<file path="src/rtl/uc_multiciclo_pkg.sv">
// Shared definitions for the multicycle control unit: FSM state encodings,
// opcode patterns, ALU operation codes and small opcode-class helpers.
package uc_multiciclo_pkg;

    typedef enum logic [1:0] {
        S_FETCH  = 2'd0,
        S_DECODE = 2'd1,
        S_EXEC   = 2'd2,
        S_HALTED = 2'd3
    } state_e;

    // Fully specified opcodes (low six bits of the instruction word)
    localparam logic [5:0] OPC_NOP  = 6'b000000;
    localparam logic [5:0] OPC_J    = 6'b010000;
    localparam logic [5:0] OPC_JZ   = 6'b010001;
    localparam logic [5:0] OPC_JNZ  = 6'b010010;
    localparam logic [5:0] OPC_HALT = 6'b010011;

    // Load-immediate class: 0001??
    localparam logic [3:0] OPC_LI_PREFIX = 4'b0001;

    // ALU operation driven whenever the ALU is not in use
    localparam logic [2:0] ALU_OP_NONE = 3'b000;

    // ALU class: top opcode bit set, operation in bits [4:2]
    function automatic logic is_alu(input logic [5:0] opc);
        return opc[5];
    endfunction

    function automatic logic is_li(input logic [5:0] opc);
        return (opc[5:2] == OPC_LI_PREFIX);
    endfunction

endpackage

</file>
<file path="src/rtl/uc_multiciclo_decoder.sv">
// Combinational instruction decoder: IR and zero flag -> datapath strobes,
// plus HALT and undefined-opcode indications. Requires OPW >= 6; the opcode
// classes live in the low six bits of the instruction register.
module uc_multiciclo_decoder
    import uc_multiciclo_pkg::*;
#(
    parameter int OPW = 6
) (
    input  logic [OPW-1:0] ir_i,
    input  logic           z_i,
    output logic           s_inc_o,
    output logic           s_inm_o,
    output logic           we3_o,
    output logic           wez_o,
    output logic [2:0]     op_o,
    output logic           is_halt_o,
    output logic           is_illegal_o
);

    logic [5:0] opc;
    assign opc = ir_i[5:0];

    // Decode table; defaults describe a sequential, side-effect-free step
    always_comb begin
        s_inc_o      = 1'b1;
        s_inm_o      = 1'b0;
        we3_o        = 1'b0;
        wez_o        = 1'b0;
        op_o         = ALU_OP_NONE;
        is_halt_o    = 1'b0;
        is_illegal_o = 1'b0;
        if (is_alu(opc)) begin
            op_o  = opc[4:2];
            we3_o = 1'b1;
            wez_o = 1'b1;
        end else if (is_li(opc)) begin
            s_inm_o = 1'b1;
            we3_o   = 1'b1;
        end else begin
            case (opc)
                OPC_NOP:  s_inc_o      = 1'b1;
                OPC_J:    s_inc_o      = 1'b0;
                OPC_JZ:   s_inc_o      = ~z_i;
                OPC_JNZ:  s_inc_o      = z_i;
                OPC_HALT: is_halt_o    = 1'b1;
                default:  is_illegal_o = 1'b1;
            endcase
        end
    end

endmodule

</file>
<file path="src/rtl/uc_multiciclo.sv">
// Multicycle control unit for the microc datapath. Every instruction runs
// FETCH -> DECODE -> EXEC; FETCH stalls on imem_ready and faults after
// WAIT_MAX idle cycles. All outputs are registered, so they reflect the
// state being occupied. Datapath strobes are asserted only in EXEC.
// The zero flag is sampled at the DECODE->EXEC edge, i.e. after the previous
// instruction's flag write has landed.
// Optional feature: define UC_PERF_EN to count retired instructions on
// instr_count; otherwise instr_count is tied to zero (same port list).
module uc_multiciclo
    import uc_multiciclo_pkg::*;
#(
    parameter int OPW      = 6,
    parameter int CNT_W    = 16,
    parameter int WAIT_MAX = 15
) (
    input  logic             clk,
    input  logic             reset,
    input  logic [OPW-1:0]   Opcode,
    input  logic             z,
    input  logic             imem_ready,
    output logic             s_inc,
    output logic             s_inm,
    output logic             we3,
    output logic             wez,
    output logic [2:0]       Op,
    output logic             pc_en,
    output logic             halted,
    output logic             illegal,
    output logic [CNT_W-1:0] instr_count
);

    localparam int          WAIT_W    = $clog2(WAIT_MAX + 1);
    localparam logic [WAIT_W-1:0] WAIT_LAST = WAIT_W'(WAIT_MAX - 1);

    state_e            state_q;
    logic [OPW-1:0]    ir_q;
    logic [WAIT_W-1:0] wait_q;
    logic              illegal_q;
    logic              s_inc_q, s_inm_q, we3_q, wez_q, pc_en_q, halted_q;
    logic [2:0]        op_q;

    logic       dec_s_inc, dec_s_inm, dec_we3, dec_wez, dec_halt, dec_illegal;
    logic [2:0] dec_op;

    uc_multiciclo_decoder #(.OPW(OPW)) u_dec (
        .ir_i         (ir_q),
        .z_i          (z),
        .s_inc_o      (dec_s_inc),
        .s_inm_o      (dec_s_inm),
        .we3_o        (dec_we3),
        .wez_o        (dec_wez),
        .op_o         (dec_op),
        .is_halt_o    (dec_halt),
        .is_illegal_o (dec_illegal)
    );

    // Instruction sequencer with registered outputs for the state being entered
    always_ff @(posedge clk) begin
        if (reset) begin
            state_q   <= S_FETCH;
            ir_q      <= '0;
            wait_q    <= '0;
            illegal_q <= 1'b0;
            s_inc_q   <= 1'b0;
            s_inm_q   <= 1'b0;
            we3_q     <= 1'b0;
            wez_q     <= 1'b0;
            op_q      <= '0;
            pc_en_q   <= 1'b0;
            halted_q  <= 1'b0;
        end else begin
            s_inc_q  <= 1'b1;
            s_inm_q  <= 1'b0;
            we3_q    <= 1'b0;
            wez_q    <= 1'b0;
            op_q     <= ALU_OP_NONE;
            pc_en_q  <= 1'b0;
            halted_q <= 1'b0;
            case (state_q)
                S_FETCH: begin
                    if (imem_ready) begin
                        ir_q    <= Opcode;
                        wait_q  <= '0;
                        state_q <= S_DECODE;
                    end else if (wait_q == WAIT_LAST) begin
                        wait_q    <= '0;
                        state_q   <= S_HALTED;
                        illegal_q <= 1'b1;
                        halted_q  <= 1'b1;
                        s_inc_q   <= 1'b0;
                    end else begin
                        wait_q <= wait_q + WAIT_W'(1);
                    end
                end
                S_DECODE: begin
                    if (dec_illegal) begin
                        state_q   <= S_HALTED;
                        illegal_q <= 1'b1;
                        halted_q  <= 1'b1;
                        s_inc_q   <= 1'b0;
                    end else begin
                        state_q <= S_EXEC;
                        s_inc_q <= dec_s_inc;
                        s_inm_q <= dec_s_inm;
                        we3_q   <= dec_we3;
                        wez_q   <= dec_wez;
                        op_q    <= dec_op;
                        pc_en_q <= ~dec_halt;
                    end
                end
                S_EXEC: begin
                    if (dec_halt) begin
                        state_q  <= S_HALTED;
                        halted_q <= 1'b1;
                        s_inc_q  <= 1'b0;
                    end else begin
                        state_q <= S_FETCH;
                    end
                end
                S_HALTED: begin
                    halted_q <= 1'b1;
                    s_inc_q  <= 1'b0;
                end
                default: state_q <= S_FETCH;
            endcase
        end
    end

    assign s_inc   = s_inc_q;
    assign s_inm   = s_inm_q;
    assign we3     = we3_q;
    assign wez     = wez_q;
    assign Op      = op_q;
    assign pc_en   = pc_en_q;
    assign halted  = halted_q;
    assign illegal = illegal_q;

`ifdef UC_PERF_EN
    logic [CNT_W-1:0] cnt_q;

    // Retired-instruction counter: one count per EXEC cycle, wraps naturally
    always_ff @(posedge clk) begin
        if (reset) begin
            cnt_q <= '0;
        end else if (state_q == S_EXEC) begin
            cnt_q <= cnt_q + CNT_W'(1);
        end
    end

    assign instr_count = cnt_q;
`else
    assign instr_count = '0;
`endif

endmodule

</file>
<file path="config.mk">
export PLATFORM = sky130hd
export DESIGN_NAME = uc_multiciclo
export DESIGN_NICKNAME = d
export VERILOG_FILES = /design/src/rtl/uc_multiciclo_pkg.sv /design/src/rtl/uc_multiciclo_decoder.sv /design/src/rtl/uc_multiciclo.sv
export SDC_FILE = /design/constraint.sdc
export NUM_CORES = 1
export LEC_CHECK = 0
export CORE_MARGIN = 2
export CORE_UTILIZATION = 45
export DETAILED_ROUTE_END_ITERATION = 10
export PLACE_DENSITY_LB_ADDON = 0.08
export SLEW_MARGIN = 0
export SYNTH_ARGS = -nofsm -noshare
export SYNTH_HDL_FRONTEND = slang
export SYNTH_SLANG_ARGS = --single-unit
</file>
<file path="constraint.sdc">
create_clock -name clk -period 1.65 [get_ports clk]
set_input_delay 0.33 -clock clk [delete_from_list [all_inputs] [get_ports clk]]
set_output_delay 0.33 -clock clk [all_outputs]
set_load 0.01 [all_outputs]
</file>
==> results_tabular.tex <==
\begin{tabular}{lr}
\hline
Metric & Value \\
\hline
\multicolumn{2}{l}{\textbf{Drt}} \\
Per-cell via count in the routed design & 4.82 \\
Violation count after the first detailed-routing iteration & 6 \\
Number of iterations in the first detailed-routing pass & 4 \\
Total Routed Length & roughly 2000 um \\
Total number of vias & 878 \\
DRC errors left & 0 \\
Final routed wire length divided by cell count & about 11 um \\
Antenna-violating nets left & 0 \\
\multicolumn{2}{l}{\textbf{STA}} \\
Highest achievable clock rate & between 0.6 and 0.7 GHz \\
Setup total negative slack & 0 ns \\
Final critical-path share of the clock period & between 90 and 100\% \\
Minimum clock period after layout & approximately 1.5 ns \\
Clock Skews & 0.0109 ns \\
Number of setup violations in the final report & 0 \\
Total count of hold-check failures in the final report & 0 \\
Unrepaired setup endpoints after global routing & false \\
Final-report max-slew violation count & 0 \\
\multicolumn{2}{l}{\textbf{Min path}} \\
Path type of the worst min-delay path & register to register \\
\multicolumn{2}{l}{\textbf{Critical path}} \\
Category of the worst setup path launch point & register \\
Family of cells with the greatest summed delay on the critical path & buffers and inverters \\
WP buf/inv & 1 \\
Data required, critical path & $\sim$1.3 ns \\
Kind of end point of the critical path & output pin \\
Cell-by-cell listing of the critical path & clkdlybuf4s50\_1 \\
Crit path kind & register to output pin \\
Critical path's largest stage delay & about 0.53 ns \\
Arrival time of data at the critical path endpoint & 1.20 ns \\
Maximum fanout count along the critical path & 2 \\
Slowest stage cell, crit path & sky130\_fd\_sc\_hd\_\_clkdlybuf4s50\_1 \\
\multicolumn{2}{l}{\textbf{Synthesis}} \\
Post-synth cell types & 36 \\
Synth Register Bits & 22 \\
Share of the yosys chip area belonging to registers & 39.1\% \\
Netlist Area Pre-Place & $\sim$1100 um\^{}2 \\
Number of synthesis warnings & 0 \\
Gate count after technology mapping & about 130 \\
Post-Syn Area per Cell & about 9 um\^{}2 \\
\multicolumn{2}{l}{\textbf{Finish}} \\
Share of post-route cells with drive strength above 1 & $\sim$11\% \\
Fill count & about 230 \\
Diode count & 0 \\
Area growth from synthesis to final layout & 22.2\% \\
Final cell area excluding filler cells & about 1400 um\^{}2 \\
Register Area & around 440 um\^{}2 \\
Final \#Nets & between 150 and 200 \\
Multi-input combinational cell area & around 580 um\^{}2 \\
\multicolumn{2}{l}{\textbf{CTS}} \\
Clock latency of the later-clocked register in the worst-skew pair & 0.32 ns \\
Post-CTS Hold Fix Bufs & 0 \\
H-tree depth & 1 \\
Number of sinks handled by clock tree synthesis & 22 \\
Buffers inserted during post-CTS setup optimization & 0 \\
Register clock-pin slew on the reported worst setup and hold paths & 0.13 ns \\
Post-CTS sizing & 0 \\
CTS root buffer & sky130\_fd\_sc\_hd\_\_clkbuf\_4 \\
Num CTS Buffers & 3 \\
TritonCTS clock tree & yes \\
Deepest clock path buffer count & 2 \\
\multicolumn{2}{l}{\textbf{Floorplan}} \\
Die Footprint & around 2900 um\^{}2 \\
Effective utilization at floorplan & between 40\% and 50\% \\
Die width & between 50 and 60 um \\
DIE HEIGHT & around 54 um \\
Total I/O pin count & 36 \\
Placeable core area & 2430 um\^{}2 \\
\# rows & 18 \\
\multicolumn{2}{l}{\textbf{Global route}} \\
Global-route wire length before repair & approximately 3400 um \\
Antenna violations before repair & 0 \\
Largest net degree at the start of global routing & 14 \\
GRT Resource Usage Total & about 16\% \\
Global route total overflow & 0 \\
Vias in the first global route & 755 \\
\multicolumn{2}{l}{\textbf{Place}} \\
DP Wirelength & between 1500 and 2000 um \\
Weighted congestion at the end of routability-driven global placement & between 0.8 and 0.9 \\
PortBufs & 19 \\
Instance area at placement & 1320 um\^{}2 \\
\multicolumn{2}{l}{\textbf{Flow run}} \\
Number of max-cap violations & 0 \\
\multicolumn{2}{l}{\textbf{Pwr}} \\
Ratio of total power to cell area & approximately 1300 nW/um\^{}2 \\
IR Drop Worst-Case VDD & just over 900 uV \\
Leak pwr & around 0.57 nW \\
\multicolumn{2}{l}{\textbf{Status}} \\
Status & complete, no violations \\
\hline
\end{tabular}
final cells by class:
cell class / count / area share [%]
clock buffers: 3 / 1.64
clock inverters: 1 / 2.18
inverters: 7 / 1.91
multi-input cells: 94 / 42.5
flip-flops and latches: 22 / 32.0
repair buffers: 25 / 17.1
well taps: 30 / 2.73
per-layer routing:
layer / vias up / part of all wire, % / global-route usage [%]
met3: 3 / 6.4 / 5.83
met2: 31 / 46 / 26.2
met4: 0 / 0.44 / 3.75
li1: 454 / - / -
met1: 390 / 48 / 21.0
met5: - / 0 / 0
synthesized netlist by cell type:
library cell,count,area share (%)
sky130_fd_sc_hd__nand2_1,10,3.3
sky130_fd_sc_hd__and2_1,2,1.1
sky130_fd_sc_hd__o21ai_0,3,1.3
sky130_fd_sc_hd__a221oi_2,1,1.3
sky130_fd_sc_hd__a31oi_1,3,1.7
sky130_fd_sc_hd__and2_2,1,0.67
sky130_fd_sc_hd__nor4b_1,1,0.78
sky130_fd_sc_hd__conb_1,1,0.33
sky130_fd_sc_hd__nor3_1,1,0.44
sky130_fd_sc_hd__nand4_1,1,0.56
sky130_fd_sc_hd__mux2i_1,1,0.89
sky130_fd_sc_hd__nor3b_1,1,0.67
sky130_fd_sc_hd__o31ai_1,1,0.67
sky130_fd_sc_hd__a2bb2oi_1,1,0.78
sky130_fd_sc_hd__buf_4,16,11
sky130_fd_sc_hd__nor4b_2,1,1.3
sky130_fd_sc_hd__nand3_1,9,4.0
sky130_fd_sc_hd__o31a_2,1,0.89
sky130_fd_sc_hd__xor2_1,2,1.6
sky130_fd_sc_hd__o2111ai_1,1,0.78
sky130_fd_sc_hd__a21oi_1,9,4.0
sky130_fd_sc_hd__o211ai_1,1,0.67
sky130_fd_sc_hd__a221oi_1,1,0.78
sky130_fd_sc_hd__a31o_2,1,0.78
sky130_fd_sc_hd__inv_1,7,2.3
sky130_fd_sc_hd__ha_1,7,7.8
sky130_fd_sc_hd__clkbuf_1,3,1.0
sky130_fd_sc_hd__nor2_1,9,3.0
sky130_fd_sc_hd__nand2b_1,3,1.7
sky130_fd_sc_hd__mux2_2,1,1.0
sky130_fd_sc_hd__xnor2_1,1,0.78
sky130_fd_sc_hd__dfxtp_1,22,39
sky130_fd_sc_hd__and4_1,1,0.78
sky130_fd_sc_hd__and3_1,1,0.56
sky130_fd_sc_hd__o21ba_4,1,1.4
sky130_fd_sc_hd__nor2b_1,1,0.56
worst min-delay path, stage by stage, from the launching register on:
cell and delay [ns]:
sky130_fd_sc_hd__dfxtp_1 0.36, sky130_fd_sc_hd__nand2_1 0.07, sky130_fd_sc_hd__a21oi_1 0.06
sequential cells by signal, indices dropped and copies added, names as in the netlist:
| register | count |
|---|---|
| ir_q | 6 |
| wait_q | 4 |
| Op | 3 |
| state_q | 2 |
| halted | 1 |
| illegal | 1 |
| pc_en | 1 |
| s_inc | 1 |
| s_inm | 1 |
| we3 | 1 |
| wez | 1 |
placed cells by master, fill, tap and decap left out, types with 2 or more instances in the layout:
master                            count
sky130_fd_sc_hd__dfxtp_1             22
sky130_fd_sc_hd__inv_1                7
sky130_fd_sc_hd__a31oi_1              3
sky130_fd_sc_hd__a21oi_1              9
sky130_fd_sc_hd__buf_4                6
sky130_fd_sc_hd__xor2_1               2
sky130_fd_sc_hd__and2_1               2
sky130_fd_sc_hd__conb_1              16
sky130_fd_sc_hd__nand2b_1             3
sky130_fd_sc_hd__nand2_1             10
sky130_fd_sc_hd__clkbuf_4             3
sky130_fd_sc_hd__o21ai_0              3
sky130_fd_sc_hd__nand3_1              9
sky130_fd_sc_hd__ha_1                 7
sky130_fd_sc_hd__nor2_1               9
sky130_fd_sc_hd__clkdlybuf4s50_1     19
final timing paths:
check / cells past startpoint / slack, ns / from / to
worst min register to register: 2 / 0.52 / ir_q[0]$_SDFFE_PP0P_ / ir_q[0]$_SDFFE_PP0P_
worst min-delay path: 2 / 0.52 / ir_q[0]$_SDFFE_PP0P_ / ir_q[0]$_SDFFE_PP0P_
worst max-delay path: 1 / 0.12 / illegal$_SDFFE_PP0P_ / illegal
worst max register to register: 4 / 0.16 / ir_q[2]$_SDFFE_PP0P_ / halted$_SDFF_PP0_
power breakdown:
group | internal [W] | switching [W]
combinational | 0.000321 | 0.000351
clock | 0.000246 | 0.000167
sequential | 0.000627 | 0.0000758
total | 0.00119 | 0.000594
cells by family after synthesis:
group | share of synthesized area, %
and+or+nand+nor | 19.4
muxes | 1.89
buffers and inverters | 14.0
AOI/OAI and AO/OA | 15.1
xor gates and xnor gates | 2.33
DFF | 39.1
adders and majority gates | 7.78
other | 0.333
metrics by stage:
step	std cells	hold slack, ns	worst slack (ns)	total power, W	utilization [%]
after CTS	182	0.521	0.109	0.00180	56.6
after detailed placement	178	0.504	0.0660	0.00139	54.4
after global routing	182	0.554	0.0306	0.00192	56.6
final	182	0.520	0.123	0.00179	56.6
after floorplan	142	0.396	0.268	0.00119	-
after global placement	178	0.491	0.0891	0.00137	54.4
Note: power is estimated with default switching activity, not from simulation.
